**src/rtl/dmem_arbiter.sv**
```systemverilog
// Data-memory arbiter: shares one single-port RAM between the CPU
// load/store path and an external master, and stalls the CPU while it waits.
module dmem_arbiter #(
   parameter int ADDR_W   = 16,
   parameter int DATA_W   = 16,
   parameter int MAX_WAIT = 4
) (
   input  logic              iclk,
   input  logic              irst_n,
   input  logic              iCpuRead,
   input  logic              iCpuWrite,
   input  logic [ADDR_W-1:0] iCpuAddr,
   input  logic [DATA_W-1:0] iCpuWData,
   output logic [DATA_W-1:0] oCpuRData,
   output logic              oCpuValid,
   output logic              oStall,
   input  logic              iExtReq,
   input  logic              iExtWe,
   input  logic [ADDR_W-1:0] iExtAddr,
   input  logic [DATA_W-1:0] iExtWData,
   output logic              oExtGnt,
   output logic [DATA_W-1:0] oExtRData,
   output logic              oExtValid,
   output logic              oMemEn,
   output logic              oMemWe,
   output logic [ADDR_W-1:0] oMemAddr,
   output logic [DATA_W-1:0] oMemWData,
   input  logic [DATA_W-1:0] iMemRData
);

   localparam int CNT_W = $clog2(MAX_WAIT + 1);

   typedef enum logic [1:0] {
      IDLE,
      RDWAIT,
      DONE
   } cpuState_t;

   cpuState_t        state;
   cpuState_t        stateNext;
   logic [CNT_W-1:0] extWait;
   logic             cpuAny;
   logic             cpuReq;
   logic             extWin;
   logic             cpuWin;
   logic             writeWin;
   logic             readWin;
   logic             extRd1;

   // Arbitration: starved external first, then CPU, then external
   always_comb begin
      cpuAny   = iCpuRead | iCpuWrite;
      cpuReq   = cpuAny & (state == IDLE);
      extWin   = irst_n & iExtReq
               & ((extWait == CNT_W'(MAX_WAIT)) | ~cpuReq);
      cpuWin   = irst_n & cpuReq & ~extWin;
      writeWin = cpuWin & iCpuWrite;
      readWin  = cpuWin & ~iCpuWrite;
   end

   // RAM port driven by the winner of this cycle
   always_comb begin
      oExtGnt   = extWin;
      oMemEn    = cpuWin | extWin;
      oMemWe    = extWin ? iExtWe    : writeWin;
      oMemAddr  = extWin ? iExtAddr  : iCpuAddr;
      oMemWData = extWin ? iExtWData : iCpuWData;
   end

   // CPU FSM next state and stall generation
   always_comb begin
      stateNext = state;
      oStall    = 1'b0;
      unique case (state)
         IDLE: begin
            if (readWin) stateNext = RDWAIT;
            oStall = irst_n & cpuAny & ~writeWin;
         end
         RDWAIT: begin
            stateNext = DONE;
            oStall    = irst_n & cpuAny;
         end
         DONE: begin
            stateNext = IDLE;
         end
         default: begin
            stateNext = IDLE;
         end
      endcase
   end

   // CPU FSM state, load data capture and valid pulse
   always_ff @(posedge iclk or negedge irst_n) begin
      if (!irst_n) begin
         state     <= IDLE;
         oCpuRData <= '0;
         oCpuValid <= 1'b0;
      end else begin
         state     <= stateNext;
         oCpuValid <= (state == RDWAIT);
         if (state == RDWAIT) oCpuRData <= iMemRData;
      end
   end

   // Starvation counter: counts consecutive denied external cycles
   always_ff @(posedge iclk or negedge irst_n) begin
      if (!irst_n) begin
         extWait <= '0;
      end else if (!iExtReq || extWin) begin
         extWait <= '0;
      end else if (extWait != CNT_W'(MAX_WAIT)) begin
         extWait <= extWait + CNT_W'(1);
      end
   end

   // External read pipeline: one valid per read grant, two cycles later
   always_ff @(posedge iclk or negedge irst_n) begin
      if (!irst_n) begin
         extRd1    <= 1'b0;
         oExtValid <= 1'b0;
         oExtRData <= '0;
      end else begin
         extRd1    <= extWin & ~iExtWe;
         oExtValid <= extRd1;
         if (extRd1) oExtRData <= iMemRData;
      end
   end

endmodule

```
**config.mk**
```make
export PLATFORM = sky130hd
export DESIGN_NAME = dmem_arbiter
export DESIGN_NICKNAME = d
export VERILOG_FILES = /design/src/rtl/dmem_arbiter.sv
export SDC_FILE = /design/constraint.sdc
export NUM_CORES = 1
export LEC_CHECK = 0
export ABC_AREA = 1
export CORE_MARGIN = 1.5
export CORE_UTILIZATION = 34
export CTS_CLUSTER_DIAMETER = 60
export CTS_CLUSTER_SIZE = 24
export DETAILED_ROUTE_END_ITERATION = 16
export PLACE_DENSITY = 0.8
export SLEW_MARGIN = 10
export SYNTH_ARGS = -nofsm -noshare
export SYNTH_HDL_FRONTEND = slang
export SYNTH_SLANG_ARGS = --single-unit
```
**constraint.sdc**
```tcl
create_clock -name iclk -period 1.9 [get_ports iclk]
set_input_delay 0.475 -clock iclk [delete_from_list [all_inputs] [get_ports iclk]]
set_output_delay 0.475 -clock iclk [all_outputs]
set_load 0.01 [all_outputs]
```
# After elaboration in Yosys (flattened, before gate mapping)
# Index checks and enable logic that the tools add are counted.
word_totals:
  reg_bits: 40
  input_bits: 86
  out_inout_bits: 70
  wordCells: 42
classes:
  addsub: 1
  eq_ne: 4
  n_mux: 8
  bitwise_logic: 18
  n_reduce_logical: 4
ops:
  columns: ["cell", "count"]
  rows:
  - ["16-bit 2-to-1 mux", 2]
  - ["1-bit bitwise AND", 10]
  - ["3-bit 2-to-1 mux", 2]
  - ["1-bit inverter", 5]
  - ["2-bit one-hot mux with 2 select lines", 1]
  - ["3-bit by 1-bit adder with 3-bit output (second input constant)", 1]
  - ["3-bit == test (second input constant)", 1]
  - ["3-bit inequality test (second input constant)", 1]
  - ["1-bit bitwise OR", 3]
  - ["2-bit by 1-bit == test with 1-bit output (second input constant)", 1]
  - ["2-bit zero test", 1]
  - ["2-bit 2-to-1 mux", 1]
  - ["2-bit inequality test (second input constant)", 1]
  - ["1-bit one-hot mux with 2 select lines", 1]
  - ["2-bit nonzero test", 1]
  - ["1-bit zero test", 1]
  - ["1-bit logical OR", 1]
  - ["1-bit 2-to-1 mux", 1]

# Depth between registers and ports, before layout
depth:
  word_depth: 11
  depth_mapped: 9

# Worst setup path before layout
# Ideal clock, no wire load.
synth_timing:
  path_kind: "register to output"
  start: "reg extWait[0]"
  end: "out oMemAddr[10]"
  arrival_ns: 1.262
  required_ns: 1.425
  setup_slack_ns: 0.163
  path_stages_with_launch: 10
  path_buffers: 2
  path_cell_list: "dfrtp_1 -> inv_1 -> ha_1 -> nand2_1 -> nand3_1 -> nand2_2 -> buf_6 -> buf_6 -> nand2_1 -> nand2_1"
synth_between:
  elab_chain_len: 4
synth_rtl:
  columns: ["element", "line_no", "source"]
  rows:
  - ["from (decl)", "41", "logic [CNT_W-1:0] extWait;"]
  - ["from (signal assigned)", "112", "extWait <= extWait + CNT_W'(1);"]
  - ["3-bit == test", "55", "& ((extWait == CNT_W'(MAX_WAIT)) | ~cpuReq);"]
  - ["1-bit bitwise OR", "55", null]
  - ["1-bit bitwise AND", "55", null]
  - ["16-bit 2-to-1 mux", "66", "oMemAddr = extWin ? iExtAddr : iCpuAddr;"]
  - ["to (decl)", "26", "output logic [ADDR_W-1:0] oMemAddr,"]
# Every way passes these cells.

# Final worst setup path
layout_timing:
  start: "in iCpuWrite"
  end: "out oStall"
layout_between:
  elab_chain_len: 11
  word_cells_on_any_way: 13
  cone_classes: "1 x mux; 12 x bitwise"
layout_rtl:
  columns: ["element", "line_no", "source"]
  rows:
  - ["from (decl)", "11", "input logic iCpuWrite,"]
  - ["1-bit bitwise OR", "52", "cpuAny = iCpuRead | iCpuWrite;"]
  - ["1-bit bitwise AND", "53", "cpuReq = cpuAny & (state == IDLE);"]
  - ["1-bit inverter", "55", null]
  - ["1-bit bitwise OR", "55", null]
  - ["1-bit bitwise AND", "55", null]
  - ["1-bit inverter", "56", "cpuWin = irst_n & cpuReq & ~extWin;"]
  - ["1-bit bitwise AND", "56", null]
  - ["1-bit bitwise AND", "57", "writeWin = cpuWin & iCpuWrite;"]
  - ["1-bit inverter", "77", "oStall = irst_n & cpuAny & ~writeWin;"]
  - ["1-bit bitwise AND", "77", null]
  - ["1-bit one-hot mux with 2 select lines (*)", "74", "unique case (state)"]
  - ["to (decl)", "16", "output logic oStall,"]
# Every way passes the cells marked *; elsewhere a longest branch is shown, timed or not.

==> metrics.md <==
| Metric | Value |
|---|---|
| Status | `finished, violations left` |
| Violations in the final reports | `negative setup slack` |
| Pre-antenna DRT Iters | `4` |
| Clock period minus final worst setup slack | `2.24 ns` |
| Startpoint-to-endpoint class of the critical path | `in2out` |
| Maximum Capacitance Violations | `0` |
| Instance count of the mapped netlist | `259` |
| Data required time at the worst endpoint | `1.42 ns` |
| YS warnings | `0` |
| Sink Count | `40` |
| Total of fill cells in the finished design | `340` |
| Number of failing setup endpoints in the final timing report | `36` |
| Main area contributors after synthesis | `sky130_fd_sc_hd__dfrtp_1, sky130_fd_sc_hd__nand2_1, sky130_fd_sc_hd__mux2_2` |
| Arrival time reported for the critical path endpoint | `1.76 ns` |
| Number of antenna violations at the first check in global routing | `0` |
| Top achievable clock speed | `447 MHz` |
| Reg2Reg Launch Point | `state[1]` |
| Avg Cell Area, Syn | `7.83 µm²` |
| Kind of path behind the tightest hold check | `in2async` |
| Synthesized cell area | `0.00203 mm²` |
| Maximum number of pins on one net before global-route repair | `41` |
| Final total power | `3.43 mW` |
| Number of port buffers | `155` |
| Critical path origin | `iCpuWrite` |
| TritonCTS buffer count | `5` |
| Final std cell area, no fill | `0.00432 mm²` |
| Total power per unit cell area | `795 mW/mm²` |
| Global-route usage over all layers | `22.6%` |
| Layout overhead on the synthesized area | `113%` |
| Final setup TNS | `-8.75 ns` |
| Number of failing hold endpoints at the final stage | `0` |
| Worst Reg-to-Reg Cells | `5` |
| Largest incremental delay on the critical path | `0.25 ns` |
| HPWL after detailed placement | `5070 µm` |
| Top cell types by occurrence after synthesis | `sky130_fd_sc_hd__nand2_1, sky130_fd_sc_hd__dfrtp_1, sky130_fd_sc_hd__inv_1` |
| Die height | `80.2 µm` |
| H-tree level count | `2` |
| Number of core rows | `27` |
| Slack of the critical path | `-0.340 ns` |
| Cell with the largest stage delay on the worst path | `sky130_fd_sc_hd__dlygate4sd2_1` |
| Boundary pin count | `156` |
| Normalized max-slew margin | `66.8%` |
| Part of the Yosys area used for sequential elements | `49.4%` |
| Share of flip-flops with an asynchronous set or reset after synthesis | `100%` |
| Largest clock skew in the final design | `0.00417 ns` |
| Vias post-DR | `2481` |
| CP delay by family, top | `buffers and inverters` |
| DRC marker count from the first detailed-route iteration | `88` |
| Total cell area at the placement stage | `0.00372 mm²` |
| Final Slew Violations | `0` |
| Initial core utilization | `35.9%` |
| Syn nets | `347` |
| Buf/Inv on CP | `6` |
| Actual slew at the worst max-slew pin | `0.499 ns` |
| Overall overflow remaining after global route | `0` |
| Die area | `0.00643 mm²` |
| Fraction of post-synthesis cell area in the top cell type by area | `49.4%` |
| Vias per Instance | `4.87` |
| Critical-path cell list | `dlygate4sd2_1 > inv_1 > nand2_2 > buf_4 > buf_4 > nand2_1 > nor2_2 > nand3_2 > nand2_1 > inv_1 > buf_2` |
| Vias in the first global route | `2429` |
| Antenna diode count | `0` |
| Static leakage | `2.08 nW` |
| Highest net fanout along the worst path | `2` |
| Clock tree from TritonCTS | `yes` |
| Placed cell count | `491` |
| Type of destination of the critical path | `output port` |
| Capturing instance or port of the critical path | `oStall` |
| Chip width | `80.2 µm` |
| Total number of cells along the worst setup path | `11` |
| Final period util | `118%` |
| Sort of element at the start of the critical path | `input pin` |
| Proportion of layout cells with a drive suffix above 1 | `36.6%` |
| CTS max path bufs | `2` |
| Worst vdd ir | `0.000511 V` |
| Wire length of the first global-routing pass | `11000 µm` |
| Reg2Reg Setup Slack | `0.53 ns` |
| DRT Wirelength | `8350 µm` |
| Root buffer cell | `sky130_fd_sc_hd__clkbuf_8` |
| Tightest hold margin | `0.376 ns` |
| Final standard cell utilization of the core | `76.6%` |
| Post-DRT Antenna Nets | `0` |
| Clk Latency, worst-skew pair | `0.28 ns` |
| Cell with the most instances after synthesis | `sky130_fd_sc_hd__nand2_1` |
| RSZ-0062 raised after global routing | `true` |
| CTS clock-pin slew for the worst setup and hold paths | `0.07 ns` |
| Routed WL per cell | `16.4 µm` |
| Synth area leader | `sky130_fd_sc_hd__dfrtp_1` |
| Most common flop cell mapped by yosys | `sky130_fd_sc_hd__dfrtp_1` |
| Number of cells in the finished layout apart from fillers | `509` |
| #FFs+latches synth | `40` |
| Unique cell type count in the Yosys netlist | `21` |
| Reg-to-reg critical path endpoint | `oCpuRData[2]` |
| Final estimated routing congestion in global placement | `0.756` |
| DRC violation count after routing | `0` |
| Count of flip-flops with a built-in enable after synthesis | `0` |
| Floorplan Core Area | `0.00564 mm²` |
| Pre-CTS setup slack | `-0.732 ns` |
| Number of nets in the layout | `524` |
==> worst min path at each step <==
stage | startpoint | endpoint | slack, ns | cells after the start
final | irst_n | state[1] | 0.38 | 3
after global routing | irst_n | state[0] | 0.40 | 3
after CTS | irst_n | state[0] | 0.38 | 3
after detailed placement | oCpuRData[14] | oCpuRData[14] | 0.46 | 2
after global placement | oCpuRData[11] | oCpuRData[11] | 0.45 | 2
after floorplan | irst_n | extRd1 | 0.18 | 0
==> flip-flops by register name (all words and copies together), names as in the netlist <==
name	count
extRd1	1
extWait	3
oCpuRData	16
oCpuValid	1
oExtRData	16
oExtValid	1
state	2
==> metal layers <==
| layer | GRT usage [%] | share of wire, % |
|---|---|---|
| met1 | 22.2 | 36 |
| met2 | 43.4 | 52 |
| met3 | 5.91 | 7.5 |
| met4 | 10.5 | 5.1 |
| met5 | 0 | 0 |
==> final cells by class <==
type	count	area (µm²)	area share, %
multi-input cells	189	1210	28.0
well taps	72	90.1	2.09
repair buffers	182	1830	42.4
flip-flops and latches	40	1000	23.2
clock inverters	2	35.0	0.811
clock buffers	6	72.6	1.68
inverters	18	80.1	1.85
==> worst min-delay path: stages <==
cell and delay [ns]:
sky130_fd_sc_hd__buf_2 0.11, sky130_fd_sc_hd__buf_4 0.11, sky130_fd_sc_hd__buf_4 0.42
==> power breakdown <==
group	internal [mW]	switching, mW
clock	0.389	0.267
combinational	0.915	0.666
sequential	1.07	0.121
==> logic make-up after synthesis <==
kind of cell / Yosys count / synth area share [%]
multiplexers: 8 / 4.44
XOR/XNOR: 2 / 0.864
AND/OR/NAND/NOR: 158 / 30.2
flip-flops: 40 / 49.4
buffers and inverters: 30 / 8.02
AO/OA/AOI/OAI: 19 / 5.80
adder cells (fa/ha/maj): 2 / 1.23
==> cell usage in the layout, fill, tap and decap left out, drive strengths merged <==
cell           netlist  final
nand2              139    139
clkdlybuf4s50        0    115
buf                 12     64
dfrtp               40     40
inv                 18     17
nor2                15     15
a21oi               10     10
o21ai                9      9
mux2                 8      8
clkbuf               0      6
dlygate4sd2          0      3
nand3                3      3
clkinv               0      2
ha                   2      2
nor3b                1      1
xnor2                1      1
xor2                 1      1
bufinv               0      1
==> timing repair <==
item / CTS / global route
hold buffers: 0 / 0
cloned: 6 / 0
setup endpoints to repair: 36 / 36
resized for setup: 216 / 68
hold endpoints to repair: 0 / 0
pin swaps: 21 / 16
setup buffers: 6 / 0
Note: power is estimated with default switching activity, not from simulation.
